**config.mk**
```make
export PLATFORM = sky130hd
export DESIGN_NAME = interrupt_scheduler_flat
export DESIGN_NICKNAME = d
export VERILOG_FILES = /design/src/rtl/irq_pkg.sv /design/src/rtl/interrupt_scheduler_if.sv /design/src/rtl/irq_priority_pick.sv /design/src/rtl/interrupt_scheduler.sv /design/src/flat_wrapper.sv
export SDC_FILE = /design/constraint.sdc
export NUM_CORES = 1
export LEC_CHECK = 0
export BUFFER_PORTS_ARGS = -buffer_cell sky130_fd_sc_hd__buf_2
export CELL_PAD_IN_SITES_DETAIL_PLACEMENT = 0
export CELL_PAD_IN_SITES_GLOBAL_PLACEMENT = 2
export CORE_MARGIN = 2
export CORE_UTILIZATION = 26
export CTS_CLUSTER_SIZE = 16
export DETAILED_ROUTE_END_ITERATION = 7
export MAX_ROUTING_LAYER = met4
export PLACE_DENSITY = 0.83
export RECOVER_POWER = 25
export REMOVE_ABC_BUFFERS = 1
export SLEW_MARGIN = 20
export SYNTH_ARGS = -nofsm -noshare
export SYNTH_HDL_FRONTEND = slang
export SYNTH_SLANG_ARGS = --single-unit
```
**constraint.sdc**
```tcl
create_clock -name proc_clk -period 2.4 [get_ports proc_clk]
set_input_delay 0.24 -clock proc_clk [delete_from_list [all_inputs] [get_ports proc_clk]]
set_output_delay 0.24 -clock proc_clk [all_outputs]
set_load 0.01 [all_outputs]
```
**src/rtl/irq_pkg.sv**
```systemverilog
// Shared types and constants for the interrupt scheduler: FSM encoding,
// the idle instruction word and the well-known source indices.
package irq_pkg;
  typedef enum logic [1:0] {
    ST_IDLE    = 2'd0,
    ST_ISSUE   = 2'd1,
    ST_HOLDOFF = 2'd2
  } irq_state_e;

  localparam logic [31:0] IRQ_NONE = 32'b0;

  localparam int SRC_JUMP  = 0;
  localparam int SRC_FRAME = 1;
endpackage

```
**src/rtl/interrupt_scheduler_if.sv**
```systemverilog
// CPU-facing interrupt handshake: scheduler (master) presents a word,
// CPU (slave) acknowledges it.
interface interrupt_scheduler_if #(
  parameter int N_SRC = 4
);
  localparam int IW = (N_SRC > 1) ? $clog2(N_SRC) : 1;

  logic          cpu_ack;
  logic          irq_valid;
  logic [31:0]   interrupt_instruction;
  logic [IW-1:0] irq_src;

  modport master (input cpu_ack, output irq_valid, interrupt_instruction, irq_src);
  modport slave  (output cpu_ack, input irq_valid, interrupt_instruction, irq_src);
endinterface

```
**src/rtl/irq_priority_pick.sv**
```systemverilog
// Combinational winner select: first set bit of pending_i scanning upward
// from start_i, wrapping modulo N_SRC.
module irq_priority_pick #(
  parameter int N_SRC = 4,
  parameter int IW    = 2
) (
  input  logic [N_SRC-1:0] pending_i,
  input  logic [IW-1:0]    start_i,
  output logic [IW-1:0]    winner_o,
  output logic             any_o
);
  // Scan from the far end down so the smallest offset from start_i wins.
  always_comb begin
    winner_o = '0;
    any_o    = 1'b0;
    for (int k = N_SRC - 1; k >= 0; k--) begin
      if (pending_i[(int'(start_i) + k) % N_SRC]) begin
        winner_o = IW'((int'(start_i) + k) % N_SRC);
        any_o    = 1'b1;
      end
    end
  end
endmodule

```
**src/rtl/interrupt_scheduler.sv**
```systemverilog
// Latches edge-detected interrupt requests and serialises them to the CPU.
// Define IRQ_ROUND_ROBIN_EN for round-robin arbitration (default: fixed priority).
module interrupt_scheduler
  import irq_pkg::*;
#(
  parameter int N_SRC   = 4,
  parameter int GAP_CYC = 2,
  parameter int DROP_W  = 8
) (
  input  logic                    proc_clk,
  input  logic                    reset,
  input  logic [N_SRC-1:0]        src_req,
  input  logic [32*N_SRC-1:0]     src_instr,
  output logic [N_SRC-1:0]        pending,
  output logic [DROP_W*N_SRC-1:0] drop_count,
  interrupt_scheduler_if.master   cpu
);
  localparam int IW = (N_SRC > 1) ? $clog2(N_SRC) : 1;
  localparam int GW = (GAP_CYC > 0) ? $clog2(GAP_CYC + 1) : 1;

  logic [N_SRC-1:0]             req_q, pending_q, pending_d, rise, clr;
  logic [N_SRC-1:0][DROP_W-1:0] drop_q;
  irq_state_e                   state_q;
  logic [GW-1:0]                gap_q;
  logic                         valid_q;
  logic [31:0]                  instr_q;
  logic [IW-1:0]                src_q, start, win;
  logic                         any;

  assign rise = src_req & ~req_q;

  // A rise on the same edge as the ack re-arms the source instead of being lost.
  always_comb begin
    clr = '0;
    if (state_q == ST_ISSUE && cpu.cpu_ack) clr[src_q] = 1'b1;
    pending_d = (pending_q & ~clr) | rise;
  end

  always_ff @(posedge proc_clk) begin
    if (reset) begin
      req_q     <= '0;
      pending_q <= '0;
      drop_q    <= '0;
    end else begin
      req_q     <= src_req;
      pending_q <= pending_d;
      for (int i = 0; i < N_SRC; i++) begin
        if (rise[i] && pending_q[i] && !clr[i] && (drop_q[i] != '1))
          drop_q[i] <= drop_q[i] + 1'b1;
      end
    end
  end

`ifdef IRQ_ROUND_ROBIN_EN
  logic [IW-1:0] last_q;
  assign start = (int'(last_q) == N_SRC - 1) ? '0 : last_q + 1'b1;
  always_ff @(posedge proc_clk) begin
    if (reset)                            last_q <= IW'(N_SRC - 1);
    else if (state_q == ST_IDLE && any)   last_q <= win;
  end
`else
  assign start = '0;
`endif

  irq_priority_pick #(.N_SRC(N_SRC), .IW(IW)) u_pick (
    .pending_i (pending_q),
    .start_i   (start),
    .winner_o  (win),
    .any_o     (any)
  );

  always_ff @(posedge proc_clk) begin
    if (reset) begin
      state_q <= ST_IDLE;
      valid_q <= 1'b0;
      instr_q <= IRQ_NONE;
      src_q   <= '0;
      gap_q   <= '0;
    end else begin
      case (state_q)
        ST_IDLE: if (any) begin
          valid_q <= 1'b1;
          instr_q <= src_instr[int'(win)*32 +: 32];
          src_q   <= win;
          state_q <= ST_ISSUE;
        end
        ST_ISSUE: if (cpu.cpu_ack) begin
          valid_q <= 1'b0;
          instr_q <= IRQ_NONE;
          src_q   <= '0;
          gap_q   <= '0;
          state_q <= (GAP_CYC > 0) ? ST_HOLDOFF : ST_IDLE;
        end
        ST_HOLDOFF: begin
          if (int'(gap_q) >= GAP_CYC - 1) state_q <= ST_IDLE;
          else                            gap_q   <= gap_q + 1'b1;
        end
        default: state_q <= ST_IDLE;
      endcase
    end
  end

  assign pending                   = pending_q;
  assign drop_count                = drop_q;
  assign cpu.irq_valid             = valid_q;
  assign cpu.interrupt_instruction = instr_q;
  assign cpu.irq_src               = src_q;
endmodule

```
**src/flat_wrapper.sv**
```systemverilog
// flat-port wrapper written by rule: the top's interface ports become plain ports
module interrupt_scheduler_flat import irq_pkg::*;
#(
  parameter int N_SRC   = 4,
  parameter int GAP_CYC = 2,
  parameter int DROP_W  = 8
)
  (proc_clk, reset, src_req, src_instr, pending, drop_count, cpu_cpu_ack, cpu_irq_valid, cpu_interrupt_instruction, cpu_irq_src);
  interrupt_scheduler_if #(.N_SRC(N_SRC)) cpu_i ();
  input  logic proc_clk;
  input  logic reset;
  input  logic [N_SRC-1:0] src_req;
  input  logic [32*N_SRC-1:0] src_instr;
  output logic [N_SRC-1:0] pending;
  output logic [DROP_W*N_SRC-1:0] drop_count;
  input wire logic [$bits(cpu_i.cpu_ack)-1:0] cpu_cpu_ack;
  output wire logic [$bits(cpu_i.irq_valid)-1:0] cpu_irq_valid;
  output wire logic [$bits(cpu_i.interrupt_instruction)-1:0] cpu_interrupt_instruction;
  output wire logic [$bits(cpu_i.irq_src)-1:0] cpu_irq_src;
  assign cpu_i.cpu_ack = cpu_cpu_ack;
  assign cpu_irq_valid = cpu_i.irq_valid;
  assign cpu_interrupt_instruction = cpu_i.interrupt_instruction;
  assign cpu_irq_src = cpu_i.irq_src;
  interrupt_scheduler #(.N_SRC(N_SRC), .GAP_CYC(GAP_CYC), .DROP_W(DROP_W)) u_core (.proc_clk(proc_clk), .reset(reset), .src_req(src_req), .src_instr(src_instr), .pending(pending), .drop_count(drop_count), .cpu(cpu_i));
endmodule
```
; Yosys cells after proc, flatten, opt, wreduce, memory -nomap -nowiden
; Cells that the tools add are included.
[word_totals]
reg_bits = 79
elab_cells = 85
[classes]
addsub = 5
n_lt_le_gt_ge = 3
eq_ne = 10
n_shift = 1
muxes = 26
bitwise_logic = 5
n_reduce_logical = 24
[ops]
columns = op, count
row1 = 128-bit by 8-bit indexed part select with 32-bit output, 1
row2 = 32-bit 2-to-1 mux, 2
row3 = 32-bit case mux with 2 select lines, 1
row4 = "8-bit by 1-bit adder with 8-bit output, second input constant", 4
row5 = "8-bit inequality test, second input constant", 4
row6 = 2-bit 2-to-1 mux, 10
row7 = 1-bit logical AND, 14
row8 = 3-bit AND reduction, 3
row9 = 4-bit AND, 2
row10 = 4-bit NOT, 2
row11 = 2-bit case mux with 2 select lines, 2
row12 = 1-bit 2-to-1 mux, 7
row13 = 2-bit case mux with 3 select lines, 1
row14 = "2-bit by 1-bit greater-or-equal comparator with 1-bit output, second input constant", 2
row15 = 1-bit logical NOT, 4
row16 = 4-bit 2-to-1 mux, 1
row17 = "2-bit by 1-bit inequality test with 1-bit output, second input constant", 2
row18 = "2-bit inequality test, second input constant", 2
row19 = 4-bit bitwise OR, 1
row20 = 2-bit nonzero test, 2
row21 = "2-bit by 3-bit less-than comparator with 1-bit output, second input constant", 1
row22 = "2-bit by 1-bit adder with 2-bit output, second input constant", 1
row23 = 1-bit demux with 2-bit select, 1
row24 = "2-bit by 1-bit == test with 1-bit output, second input constant", 1
row25 = 3 further kinds, 3

; Logic depth before layout (Yosys ltp)
[depth]
word_depth = 8
mapped_depth = 6
ltp_nobuf = 6

; By module
; Synthesis repeated with hierarchy kept, for this count alone.
[hier_totals]
hier_cells = 429
area_unflattened_um2 = 4207.8
[modules_own_cells]
columns = mod, n_inst, cells_per_inst, area_per_inst_um2
row1 = interrupt_scheduler, 1, 416, 4130.2
row2 = irq_priority_pick, 1, 13, 77.6

; Least setup slack after synthesis
; No wires, ideal clock.
[synth_timing]
kind = register to register
start = register u_core.pending_q[1], in the netlist u_core.pending[1]
end = register u_core.instr_q[0], in the netlist u_core.cpu.interrupt_instruction[0]
setup_ns = 0.122
arrival_time_ns = 1.690
slack_ns = 0.588
path_stages_with_launch = 7
synth_period_minus_slack_ns = 1.812
cell_sequence = dfxtp_1 or2_1 buf_4 nor2_4 buf_6 mux2_1 a221o_1
[synth_between]
elab_chain_len = 5
word_cells_on_any_way = 9
cone_classes = eq/ne (1) / shift (1) / mux (6) / reduce/logical (1)
[synth_lines]
columns = item, line
row1 = from (decl), interrupt_scheduler.sv:21  ; logic [N_SRC-1:0] req_q, pending_q, pending_d, rise, clr;
row2 = from (signal assigned), interrupt_scheduler.sv:46  ; pending_q <= pending_d;
row3 = 2-bit 2-to-1 mux (2 in a row), irq_priority_pick.sv:17  ; if (pending_i[(int'(start_i) + k) % N_SRC]) begin
row4 = 128-bit by 8-bit indexed part select with 32-bit output, interrupt_scheduler.sv:83  ; instr_q <= src_instr[int'(win)*32 +: 32];
row5 = 32-bit 2-to-1 mux, interrupt_scheduler.sv:81  ; ST_IDLE: if (any) begin
row6 = 32-bit case mux with 2 select lines, interrupt_scheduler.sv:80  ; case (state_q)
row7 = to (signal assigned), interrupt_scheduler.sv:83
row8 = to (decl), interrupt_scheduler.sv:26  ; logic [31:0] instr_q;
; Parallel ways exist; a longest one is shown, timed or not. The select of a mux whose other input is x is not followed.
; A chain may end at the register's enable or synchronous reset.

==> summary.md <==
| Metric | Value |
|---|---|
| Maximum clock rate | `493.5 MHz` |
| WP data required | `2.63 ns` |
| Post-route insts no fill | `907` |
| Count of pins on the block boundary | `206` |
| Die outline area | `17570 um^2` |
| Inst Count DP | `891` |
| CTS clk-pin slew, worst paths | `0.06 ns` |
| Violated checks | `max-capacitance violations, max-slew violations` |
| Number of instances in the synthesized netlist | `494` |
| Max cap viols | `1` |
| Final critical-path share of the clock period | `84.43%` |
| Summed negative setup slack over all endpoints | `0 ns` |
| Maximum count of clock buffers along a single path | `2` |
| Largest voltage drop on the vdd net | `380.2 uV` |
| Via Count | `4702` |
| Share of final-layout standard cells stronger than drive strength 1 | `32.02%` |
| Leak Pwr | `2.286 nW` |
| Post-synth EDFFs | `0` |
| Final HPWL from detailed placement | `11040 um` |
| Most numerous cell types in the synthesized netlist | `dfxtp_1, a21oi_1, nand3_1` |
| Count of H-tree levels built during CTS | `3` |
| Number of buffers created by CTS | `9` |
| Critical path start-end classification | `in -> reg` |
| Worst Setup Slack post-DPL | `0.4437 ns` |
| Pwr dens | `626.1 nW/um^2` |
| Final wirelength | `15300 um` |
| Most repeated cell in the gate-level netlist after synthesis | `dfxtp_1` |
| Main synth FF type | `dfxtp_1` |
| Largest net degree at the start of global routing | `37` |
| Horizontal extent of the die | `132.6 um` |
| Residual DRC count | `0` |
| Sequential area share after synthesis | `36.80%` |
| Number of synthesis warnings | `0` |
| Number of placement rows | `47` |
| End-of-flow core utilization | `35.34%` |
| Final RePlAce weighted congestion | `0.8554` |
| Cells taking the most area after synthesis | `dfxtp_1, mux2_1, a221o_1` |
| Master cell of the clock root buffer | `clkbuf_16` |
| Post-detailed-route count of antenna-violating nets | `0` |
| Antenna Diode Count | `0` |
| Number of resized instances in the post-cts repair step | `0` |
| Buffers inserted by post-CTS timing repair | `0` |
| Critical path origin | `reset` |
| Count of state elements after synthesis | `79` |
| Number of slew-limit violations in the final report | `37` |
| Critical Path Fanout Max | `36` |
| Core box area | `16350 um^2` |
| Clock network latency to the later pin of the worst-skew pair | `0.34 ns` |
| GRT Residual Overflow | `0` |
| Peak per-stage delay on the critical path | `1.23 ns` |
| Setup Viol. Count Final | `0` |
| List of cells traversed by the critical path | `clkbuf_2, clkbuf_1, nor2b_1, mux2_2` |
| Worst hold slack after final layout | `0.1234 ns` |
| Initial Utilization | `26.29%` |
| Initial detailed-routing violation count | `189` |
| DRT Pass-1 Iters | `4` |
| Syn Std Cell Area | `4298 um^2` |
| WP buf/inv | `2` |
| Async S/R FF share, synth | `0%` |
| Height of the chip | `132.6 um` |
| Area leader, netlist | `dfxtp_1` |
| Worst clock skew | `0.004278 ns` |
| I/O Buffers | `205` |
| Capturing element type of the critical path | `register` |
| Arrival time at the worst endpoint | `2.26 ns` |
| Clock Sinks | `79` |
| Synth Area per Inst | `8.700 um^2` |
| Result of the run | `complete, but fails checks` |
| Shortest clock period the worst path allows after layout | `2.026 ns` |
| Launch point of the worst hold path | `src_req[1]` |
| Final routed wire length divided by cell count | `16.86 um` |
| Post-layout nets | `822` |
| Worst-path cell with the longest stage delay | `clkbuf_1` |
| Crit-path leading delay family | `buffers and inverters` |
| Hold buffer count at cts | `0` |
| Wire length of the first global-routing pass | `24470 um` |
| Top-area cell type share of the netlist area | `36.80%` |
| Synth unique cells | `48` |
| Combined global-route utilization of all metal layers | `17.92%` |
| Min setup slack post-route | `0.3738 ns` |
| Number of hold-slack violations in the final timing report | `0` |
| Number of fill cells | `1762` |
| CTS tree | `done` |
| Sort of element at the start of the critical path | `input pin` |
| Critical R2R Launch | `u_core.state_q[1]$_SDFFE_PP0P_` |
| Setup repair after global routing missed its margin | `no` |
| Area delta synth->final | `34.41%` |
| Tightest slew margin relative to the limit | `-8.774%` |
| Antenna violations before repair | `2` |
| Worst hold path type | `in -> reg` |
| Transition time at the pin with the least slew margin | `1.632 ns` |
| Ratio of routed vias to standard cells | `5.184` |
| Via count of the first global-routing pass | `4690` |
flip-flops by register name, indices dropped and copies added, names as in the netlist:
name and flops:
u_core.cpu.interrupt_instruction 32, u_core.cpu.irq_src 2, u_core.cpu.irq_valid 1, u_core.drop_count 32, u_core.gap_q 2, u_core.pending 4
u_core.req_q 4, u_core.state_q 2
cells by family after synthesis:
kind of cell | after synthesis | synth area share [%]
DFF | 79 | 36.80
and+or+nand+nor | 141 | 18.72
buffers and inverters | 57 | 6.084
muxes | 35 | 9.170
adders and majority gates | 5 | 1.456
AOI/OAI and AO/OA | 177 | 27.77
through the flow:
stage | power, mW | cell area [um^2]
finish | 3.617 | 5777
global route | 3.829 | 5777
CTS | 3.703 | 5822
detailed placement | 2.305 | 5527
global placement | 2.288 | 5527
floorplan | 1.910 | 4096
cells in the final DEF, fill, tap and decap left out, types with 2 or more instances in the layout:
cell          n
o41ai_1       7
nand2b_1      4
clkbuf_1     34
mux2_1       29
nand2_1      16
o21bai_1      3
nor2_4        2
inv_1        16
clkbuf_8      3
buf_4        10
or2_2         2
a2111oi_0     3
nand3_1      47
nor3_1        3
nand3b_1      2
a211oi_1      3
nand4_1       4
dfxtp_1      79
or3_1        10
nor2_1       12
clkbuf_16     9
buf_2       171
nor4_1        5
or4_1        12
mux2_2        6
nor4b_1       2
nor2b_1      14
o21ai_0      43
a21oi_1      61
ha_1          5
o2111ai_2     2
o31ai_1      13
clkinvlp_4    2
buf_12        2
a221o_1      32
path summary, 6_finish.rpt:
path / end / cells after the start / slack, ns
worst max-delay path: u_core.drop_count[21]$_SDFFE_PP0P_ / 4 / 0.37
worst min-delay path: u_core.req_q[1]$_SDFF_PP0_ / 2 / 0.12
worst max register to register: u_core.drop_count[21]$_SDFFE_PP0P_ / 4 / 0.44
worst min register to register: u_core.cpu.irq_valid$_SDFFE_PP0P_ / 2 / 0.48
per-layer routing:
metal / GRT usage, % / wire length, um / vias to the layer above
li1: - / - / 2264
met1: 19.69 / 6318 / 2234
met2: 30.51 / 7395 / 182
met3: 6.360 / 1286 / 22
met4: 5.317 / 296 / 0
met5: - / 0 / -
final cells by class:
cell class	instances	area (um^2)	area share, %
clock inverter	4	28.78	0.4982
inverter	16	60.06	1.040
tap	220	275.3	4.765
clock buffer	12	266.5	4.613
multi-input combinational	358	2461	42.60
timing repair buffer	218	1104	19.10
sequential	79	1582	27.38
where the power goes:
part	internal [mW]	switching, mW
clock	0.786	0.583
combinational	0.324	0.423
sequential	1.42	0.0849
(Power assumes the default switching activity.)
